<file path="config.mk">
export PLATFORM = sky130hd
export DESIGN_NAME = pll_reset_sequencer
export DESIGN_NICKNAME = d
export VERILOG_FILES = /design/src/rtl/pll_reset_seq_pkg.sv /design/src/rtl/bit_synchronizer.sv /design/src/rtl/pll_reset_sequencer.sv
export SDC_FILE = /design/constraint.sdc
export NUM_CORES = 1
export LEC_CHECK = 0
export CAP_MARGIN = 30
export CORE_MARGIN = 1.5
export CORE_UTILIZATION = 55
export CTS_BUF_LIST = sky130_fd_sc_hd__clkbuf_4
export DETAILED_ROUTE_END_ITERATION = 6
export PLACE_DENSITY = 0.86
export SYNTH_ARGS = -nofsm -noshare
export SYNTH_HDL_FRONTEND = slang
export SYNTH_HIERARCHICAL = 1
export SYNTH_SLANG_ARGS = --single-unit
</file>
<file path="constraint.sdc">
create_clock -name clock -period 1.6 [get_ports clock]
set_input_delay 0.24 -clock clock [delete_from_list [all_inputs] [get_ports clock]]
set_output_delay 0.24 -clock clock [all_outputs]
set_load 0.02 [all_outputs]
</file>
<file path="src/rtl/pll_reset_seq_pkg.sv">
// Shared types and defaults for the PLL reset sequencer.
package pll_reset_seq_pkg;

    typedef enum logic [2:0] {
        ST_WAIT_LOCK = 3'd0,
        ST_QUALIFY   = 3'd1,
        ST_HOLD      = 3'd2,
        ST_RELEASE   = 3'd3,
        ST_RUN       = 3'd4
    } state_t;

    localparam int DEF_SYNC_STAGES        = 2;
    localparam int DEF_LOCK_STABLE_CYCLES = 1024;
    localparam int DEF_RESET_HOLD_CYCLES  = 16;
    localparam int DEF_STAGES             = 3;
    localparam int DEF_STAGE_GAP_CYCLES   = 4;
    localparam int DEF_LOSS_CNT_WIDTH     = 8;

    localparam int SYNC_STAGES_MIN = 2;
    localparam int SYNC_STAGES_MAX = 4;

endpackage

</file>
<file path="src/rtl/bit_synchronizer.sv">
// Multi-flop single-bit synchroniser with synchronous reset to 0.
module bit_synchronizer #(
    parameter int STAGES = 2
) (
    input  logic clk_i,
    input  logic rst_i,
    input  logic d_i,
    output logic q_o
);

    logic [STAGES-1:0] sync_q;

    // Shift the asynchronous input through the flop chain
    always_ff @(posedge clk_i) begin
        if (rst_i) sync_q <= '0;
        else       sync_q <= {sync_q[STAGES-2:0], d_i};
    end

    assign q_o = sync_q[STAGES-1];

endmodule

</file>
<file path="src/rtl/pll_reset_sequencer.sv">
// Staged reset release driven by a qualified PLL lock indication.
// Optional lock-loss event counter: define PLL_LOCK_LOSS_CNT_EN to build it,
// otherwise lock_loss_count is tied to 0.
module pll_reset_sequencer
    import pll_reset_seq_pkg::*;
#(
    parameter int SYNC_STAGES        = DEF_SYNC_STAGES,
    parameter int LOCK_STABLE_CYCLES = DEF_LOCK_STABLE_CYCLES,
    parameter int RESET_HOLD_CYCLES  = DEF_RESET_HOLD_CYCLES,
    parameter int STAGES             = DEF_STAGES,
    parameter int STAGE_GAP_CYCLES   = DEF_STAGE_GAP_CYCLES,
    parameter int LOSS_CNT_WIDTH     = DEF_LOSS_CNT_WIDTH
) (
    input  logic                      clock,
    input  logic                      reset,
    input  logic                      locked_in,
    input  logic                      user_reset_req,
    output logic [STAGES-1:0]         reset_out,
    output logic                      ready,
    output logic [2:0]                state_o,
    output logic [LOSS_CNT_WIDTH-1:0] lock_loss_count
);

    if (SYNC_STAGES < SYNC_STAGES_MIN || SYNC_STAGES > SYNC_STAGES_MAX) begin : g_bad_sync
        $fatal(1, "SYNC_STAGES out of range");
    end
    if (LOCK_STABLE_CYCLES < 1 || RESET_HOLD_CYCLES < 1 || STAGE_GAP_CYCLES < 1) begin : g_bad_cyc
        $fatal(1, "cycle parameters must be >= 1");
    end
    if (STAGES < 1 || STAGES > 8) begin : g_bad_stages
        $fatal(1, "STAGES out of range");
    end
    if (LOSS_CNT_WIDTH < 1) begin : g_bad_loss
        $fatal(1, "LOSS_CNT_WIDTH must be >= 1");
    end

    localparam int SCW  = $clog2(LOCK_STABLE_CYCLES + 1);
    localparam int HCW  = $clog2(RESET_HOLD_CYCLES + 1);
    localparam int GCW  = $clog2(STAGE_GAP_CYCLES + 1);
    localparam int IDXW = $clog2(STAGES + 1);

    localparam logic [SCW-1:0]  STABLE_LAST = SCW'(LOCK_STABLE_CYCLES - 1);
    localparam logic [HCW-1:0]  HOLD_LAST   = HCW'(RESET_HOLD_CYCLES - 1);
    localparam logic [GCW-1:0]  GAP_LAST    = GCW'(STAGE_GAP_CYCLES - 1);
    localparam logic [IDXW-1:0] IDX_LAST    = IDXW'(STAGES - 1);

    logic locked_s;

    bit_synchronizer #(.STAGES(SYNC_STAGES)) u_lock_sync (
        .clk_i (clock),
        .rst_i (reset),
        .d_i   (locked_in),
        .q_o   (locked_s)
    );

    state_t            state_q, state_d;
    logic [SCW-1:0]    stable_q, stable_d;
    logic [HCW-1:0]    hold_q, hold_d;
    logic [GCW-1:0]    gap_q, gap_d;
    logic [IDXW-1:0]   idx_q, idx_d;
    logic [STAGES-1:0] reset_out_q, reset_out_d;
    logic              ready_q, ready_d;
    logic              loss_evt;

    // State and counter registers
    always_ff @(posedge clock) begin
        if (reset) begin
            state_q  <= ST_WAIT_LOCK;
            stable_q <= '0;
            hold_q   <= '0;
            gap_q    <= '0;
            idx_q    <= '0;
        end else begin
            state_q  <= state_d;
            stable_q <= stable_d;
            hold_q   <= hold_d;
            gap_q    <= gap_d;
            idx_q    <= idx_d;
        end
    end

    // Next-state logic; counters default to 0 so every state entry starts clean
    always_comb begin
        state_d  = state_q;
        stable_d = '0;
        hold_d   = '0;
        gap_d    = '0;
        idx_d    = '0;
        loss_evt = 1'b0;
        case (state_q)
            ST_WAIT_LOCK: begin
                if (locked_s) state_d = ST_QUALIFY;
            end
            ST_QUALIFY: begin
                // a drop here is still qualification noise, not a lock loss
                if (!locked_s)                  state_d = ST_WAIT_LOCK;
                else if (stable_q == STABLE_LAST) state_d = ST_HOLD;
                else                            stable_d = stable_q + SCW'(1);
            end
            ST_HOLD: begin
                if (!locked_s) begin
                    state_d  = ST_WAIT_LOCK;
                    loss_evt = 1'b1;
                end else if (user_reset_req) begin
                    hold_d = '0;
                end else if (hold_q == HOLD_LAST) begin
                    state_d = ST_RELEASE;
                end else begin
                    hold_d = hold_q + HCW'(1);
                end
            end
            ST_RELEASE: begin
                idx_d = idx_q;
                if (!locked_s) begin
                    state_d  = ST_WAIT_LOCK;
                    loss_evt = 1'b1;
                    idx_d    = '0;
                end else if (user_reset_req) begin
                    state_d = ST_HOLD;
                    idx_d   = '0;
                end else if (idx_q == IDX_LAST) begin
                    // only reachable with a single stage: RELEASE lasts one cycle
                    state_d = ST_RUN;
                end else if (gap_q == GAP_LAST) begin
                    idx_d = idx_q + IDXW'(1);
                    if (idx_d == IDX_LAST) state_d = ST_RUN;
                end else begin
                    gap_d = gap_q + GCW'(1);
                end
            end
            ST_RUN: begin
                if (!locked_s) begin
                    state_d  = ST_WAIT_LOCK;
                    loss_evt = 1'b1;
                end else if (user_reset_req) begin
                    state_d = ST_HOLD;
                end
            end
            default: state_d = ST_WAIT_LOCK;
        endcase
    end

    // Output decode from the upcoming state so the outputs leave a flop
    always_comb begin
        reset_out_d = '1;
        ready_d     = 1'b0;
        case (state_d)
            ST_RELEASE: begin
                for (int i = 0; i < STAGES; i++)
                    if (IDXW'(i) <= idx_d) reset_out_d[i] = 1'b0;
            end
            ST_RUN: begin
                reset_out_d = '0;
                ready_d     = 1'b1;
            end
            default: ;
        endcase
    end

    // Registered outputs keep the resets glitch-free
    always_ff @(posedge clock) begin
        if (reset) begin
            reset_out_q <= '1;
            ready_q     <= 1'b0;
        end else begin
            reset_out_q <= reset_out_d;
            ready_q     <= ready_d;
        end
    end

    assign reset_out = reset_out_q;
    assign ready     = ready_q;
    assign state_o   = state_q;

`ifdef PLL_LOCK_LOSS_CNT_EN
    logic [LOSS_CNT_WIDTH-1:0] loss_cnt_q;

    // Saturating lock-loss event counter
    always_ff @(posedge clock) begin
        if (reset)                           loss_cnt_q <= '0;
        else if (loss_evt && loss_cnt_q != '1) loss_cnt_q <= loss_cnt_q + LOSS_CNT_WIDTH'(1);
    end

    assign lock_loss_count = loss_cnt_q;
`else
    logic unused_loss_evt;
    assign unused_loss_evt = loss_evt;
    assign lock_loss_count = '0;
`endif

endmodule

</file>
; ---- Word level (Yosys, flattened, before mapping)
; Index checks and enable logic that the tools add are counted.
[classes]
n_reduce_logical = 4
n_mux = 24
addsub = 4
eq_ne = 11
n_bitwise = 4
n_lt_le_gt_ge = 3
[ops]
columns = op, n
row1 = two-way mux 3 bit, 13
row2 = one-hot mux 3 bit (5 select lines), 1
row3 = == test 3 x 2 -> 1 bit (second input constant), 4
row4 = adder 11 x 1 -> 11 bit (second input constant), 1
row5 = == test 11 x 10 -> 1 bit (second input constant), 1
row6 = two-way mux 2 bit, 5
row7 = == test 3 bit (second input constant), 2
row8 = one-hot mux 3 bit (2 select lines), 1
row9 = OR reduction 6 bit, 1
row10 = adder 5 x 1 -> 5 bit (second input constant), 1
row11 = == test 5 x 4 -> 1 bit (second input constant), 1
row12 = OR reduction 5 bit, 1
row13 = == test 2 bit (second input constant), 2
row14 = less-or-equal comparator 1 x 2 -> 1 bit (first input constant), 2
row15 = two-way mux 1 bit, 4
row16 = NOT 1 bit, 4
row17 = OR reduction 4 bit, 1
row18 = adder 3 x 1 -> 3 bit (second input constant), 1
row19 = == test 3 x 1 -> 1 bit (second input constant), 1
row20 = logical NOT 3 bit, 1
row21 = adder 2 x 1 -> 2 bit (second input constant), 1
row22 = less-or-equal comparator 2 bit (first input constant), 1
[totals]
out_inout_bits = 15
in_bits = 4
ff_bits = 30
elab_cells = 58

; ---- Longest topological paths before layout
[logic_depth]
word_depth = 10
mapped_depth = 6
ltp_nobuf = 6

; ---- Hierarchy
; Netlist, hierarchy kept.
[by_module_without_submodules]
columns = module, seq_area_each_um2, n_inst, area_per_inst_um2, cells_per_inst
row1 = pll_reset_sequencer, 560.5, 1, 1275.0, 133
row2 = bit_synchronizer, 40.0, 1, 52.6, 4

; ---- Worst setup path after synthesis
; Ideal clock, no wire load.
[synth_path]
kind = register -> register
startpoint = reg hold_q[0]
endpoint = reg state_q[0], in the netlist state_o[0]
slack_ps = 125
n_path_buf = 0
path_stages_with_launch = 7
period_less_slack_ps = 1475
setup_time_ps = 117
t_required_ps = 1483
arrival_time_ps = 1359
cell_sequence = dfxtp_1 -> ha_1 -> and3_1 -> ha_1 -> nor3b_1 -> o31a_1 -> a22o_1
[synth_between]
elab_chain_cells = 5
[synth_rtl]
columns = item, line_no
row1 = "start, declared", pll_reset_sequencer.sv:58  ; logic [HCW-1:0] hold_q, hold_d;
row2 = "start signal, assigned", pll_reset_sequencer.sv:76  ; hold_q <= hold_d;
row3 = == test 5 x 4 -> 1 bit, pll_reset_sequencer.sv:106  ; end else if (hold_q == HOLD_LAST) begin
row4 = two-way mux 3 bit, pll_reset_sequencer.sv:106
row5 = two-way mux 3 bit, pll_reset_sequencer.sv:104  ; end else if (user_reset_req) begin
row6 = two-way mux 3 bit, pll_reset_sequencer.sv:101  ; if (!locked_s) begin
row7 = one-hot mux 3 bit (5 select lines), pll_reset_sequencer.sv:90  ; case (state_q)
row8 = "end signal, assigned", pll_reset_sequencer.sv:74  ; state_q <= state_d;
row9 = "end, declared", pll_reset_sequencer.sv:56  ; state_t state_q, state_d;
; Every way passes these cells.
; A chain may end at the register's enable or synchronous reset.

; ---- Final worst setup path
[layout_path]
startpoint = reg gap_q[0]
endpoint = reg reset_out_q[0], in the netlist reset_out[0]
[layout_between]
elab_chain_cells = 9
elab_cells_between_ends = 16
classes_between = 1 x order compare / 3 x eq/ne / 12 x mux
[layout_rtl]
columns = item, line_no
row1 = "start, declared", pll_reset_sequencer.sv:59  ; logic [GCW-1:0] gap_q, gap_d;
row2 = "start signal, assigned", pll_reset_sequencer.sv:77  ; gap_q <= gap_d;
row3 = == test 3 x 2 -> 1 bit (*), pll_reset_sequencer.sv:124  ; end else if (gap_q == GAP_LAST) begin
row4 = two-way mux 2 bit, pll_reset_sequencer.sv:124
row5 = two-way mux 2 bit, pll_reset_sequencer.sv:121  ; end else if (idx_q == IDX_LAST) begin
row6 = two-way mux 2 bit, pll_reset_sequencer.sv:118  ; end else if (user_reset_req) begin
row7 = two-way mux 2 bit, pll_reset_sequencer.sv:114  ; if (!locked_s) begin
row8 = two-way mux 2 bit, pll_reset_sequencer.sv:90
row9 = less-or-equal comparator 1 x 2 -> 1 bit, pll_reset_sequencer.sv:150  ; if (IDXW'(i) <= idx_d) reset_out_d[i] = 1'b0;
row10 = two-way mux 1 bit, pll_reset_sequencer.sv:150
row11 = one-hot mux 3 bit (2 select lines) (*), pll_reset_sequencer.sv:147  ; case (state_d)
row12 = "end signal, assigned", pll_reset_sequencer.sv:166  ; reset_out_q <= reset_out_d;
row13 = "end, declared", pll_reset_sequencer.sv:61  ; logic [STAGES-1:0] reset_out_q, reset_out_d;
; Mark *: on every way between the ends. The rest lies on a longest branch, timed or not.

==> metrics.md <==
| Metric | Value |
|---|---|
| Area after DPL | `0.00144 mm^2` |
| Synth Area in Adders | `6.60%` |
| Site row count | `17` |
| Critical Path AT | `1760 ps` |
| Area of the multi-input gates | `716 um^2` |
| Setup CP Type | `reg -> reg` |
| Port bufs | `10` |
| Xor/xnor share of the synthesized area | `7.26%` |
| HPWL Detailed | `1.57 mm` |
| H-tree depth | `2` |
| Worst path required time | `1800 ps` |
| CP Max Fanout | `4` |
| Via/cell ratio | `5.23` |
| DR iter-0 viols | `20` |
| Area delta synth->final | `15.8%` |
| CTS Buf Count | `5` |
| Post-Synth Simple-Gate Area | `26.4%` |
| Status | `finished, final reports clean` |
| Ranking of synthesized cells by area | `dfxtp_1 (45%), ha_1 (6.6%), nor2_1 (5.4%)` |
| Crit end category | `flip-flop` |
| Clock Skew | `15.1 ps` |
| Via count of the first global-routing pass | `878` |
| Die ar. | `0.00272 mm^2` |
| GRT Util Overall | `19.2%` |
| Complex-gate fraction of the synthesized area | `7.45%` |
| Final min period | `1560 ps` |
| Average routed wire per standard cell | `12.8 um` |
| Routed WL | `2.34 mm` |
| Non-Filler Instances | `183` |
| VDD IR max | `595 uV` |
| Cell area after synthesis | `0.00133 mm^2` |
| Worst-skew pair later-pin latency | `320 ps` |
| Cell taking the most area after synthesis | `dfxtp_1` |
| Die Wd | `52.1 um` |
| Startpoint type of the worst setup path | `flip-flop` |
| Initial antenna violation count | `0` |
| Total congestion overflow | `0` |
| Initial Util | `58.9%` |
| PD cells | `777 mW/mm^2` |
| Synthesized instance count | `137` |
| Layout cells sized above 1 | `18.1%` |
| CTS tree | `yes` |
| Sequential Area | `604 um^2` |
| Pre-antenna DRT Iters | `4` |
| Worst reg2reg path depth | `6` |
| WHS Path Cells | `1` |
| Placed cell count | `175` |
| Root buf cell | `clkbuf_4` |
| Placer Congestion | `0.800` |
| Fin. max-slew vios | `0` |
| Post-synth top cells | `dfxtp_1 (30), nor2_1 (19), buf_4 (9), nor2b_1 (9)` |
| Primary FF master, synth | `dfxtp_1` |
| Sequential share of the synthesized area | `45.2%` |
| Ys async rst share | `0%` |
| Post-synthesis register bit count | `30` |
| DR vias | `958` |
| Fmax achieved | `0.639 GHz` |
| Most instantiated library cell after synthesis | `dfxtp_1` |
| DRC | `0` |
| Worst hold path type | `reg -> reg` |
| Core ar. | `0.00225 mm^2` |
| Period utilization | `97.7%` |
| Routed Antenna Nets | `0` |
| Die height | `52.1 um` |
| Yosys warns | `6` |
| Ant diodes | `0` |
| Syn Area/Cell | `9.69 um^2` |
| Synth unique cells | `37` |
| Nets@finish | `165` |
| Filler cells | `182` |
| Mux cell area share after synthesis | `0%` |
| Clock slew at reported path FFs | `100 ps` |
| Post-synth EDFFs | `0` |
| Final Hold Fails | `0` |
| Pin count of the biggest net entering global routing | `11` |
| Fraction of synthesized cell area taken by the top area cell type | `45.2%` |
| Clock tree sinks | `30` |
| Max-Cap Viols | `0` |
| Largest family of logic cells by synthesized area | `simple AND/OR/NAND/NOR gates` |
| First-pass GRT wire length | `3.67 mm` |
| Final Cell Area | `0.00154 mm^2` |
| I/O pin count | `19` |
| Leakage power | `0.596 nW` |
| Final setup violation count | `0` |
| Buffer depth of the longest clock path | `2` |
## final cells by class
type | count | area share, %
Sequential cell | 30 | 39.3
Clock inverter | 3 | 0.732
Clock buffer | 5 | 2.44
Timing Repair Buffer | 12 | 7.24
Tap cell | 28 | 2.28
Inverter | 6 | 1.46
Multi-Input combinational cell | 99 | 46.5
## stage by stage
step	power (mW)	hold slack, ps	utilization (%)	setup WS (ps)	setup TNS, ps
6_report	1.19	420	68.2	36.2	0
2_1_floorplan	0.810	312	-	125	0
3_5_place_dp	0.813	427	63.7	-84.7	-252
3_3_place_gp	0.812	418	63.7	4.41	0
5_1_grt	1.25	425	68.2	-32.1	-32.1
4_1_cts	1.20	440	65.8	9.43	0
## metal layers
layer  routed length, um  track usage, %
met5                   0               0
met4                  47            6.41
met3                  97            8.62
met2                1140            31.0
met1                1050            22.6
## sequential cells by signal, summed over array words and instances (netlist names)
register            count
u_lock_sync/sync_q      2
hold_q                  5
gap_q                   3
stable_q               11
state_o                 3
idx_q                   2
ready                   1
reset_out               3
## report_power, final
group | switching [mW] | internal [mW] | total (mW)
registers | 0.00281 | 0.749 | 0.752
clock network | 0.242 | 0.156 | 0.399
logic | 0.0282 | 0.0162 | 0.0444
total | 0.273 | 0.922 | 1.19
## path summary, 6_finish.rpt
path | from | end | slack [ps]
worst max register to register | gap_q[0] | reset_out[0] | 40
worst min register to register | gap_q[0] | gap_q[0] | 420
worst min-delay path | gap_q[0] | gap_q[0] | 420
worst max-delay path | gap_q[0] | reset_out[0] | 40
## layout by cell type (no fill, tap or decap), types with 2 or more instances in the layout
cell	netlist	layout
dfxtp_1	30	27
nor2_1	19	19
nor2b_1	9	8
conb_1	1	8
nand2_1	7	7
clkdlybuf4s50_1	0	7
inv_1	6	6
xor2_1	6	6
xnor2_1	5	5
clkbuf_4	0	5
ha_1	7	4
nor2_2	3	3
nand3_1	3	3
clkinv_1	0	3
dfxtp_2	0	3
dlygate4sd2_1	0	3
and3_1	3	2
nor3b_1	2	2
a21oi_1	3	2
nor3_2	0	2
ha_4	0	2
buf_4	9	2
## critical path: stages (launching register included)
cell and delay, ps:
dfxtp_2 340, ha_1 200, ha_2 190, a21o_1 210
a21bo_1 220, a21oi_2 170, a21oi_1 100
## kinds of logic after synthesis
| kind of cell | count (synthesis) |
|---|---|
| fa+ha+maj | 7 |
| simple gates | 60 |
| xor+xnor | 11 |
| buf+inv | 15 |
| flops | 30 |
| compound gates | 13 |
| other cells | 1 |
## what timing repair did
item                       in CTS  in global routing
pin swaps                       0                  6
setup buffers                   0                  0
setup endpoints to repair       5                 10
resized for setup               4                 13
hold buffers                    0                  0
(Power assumes the default switching activity.)
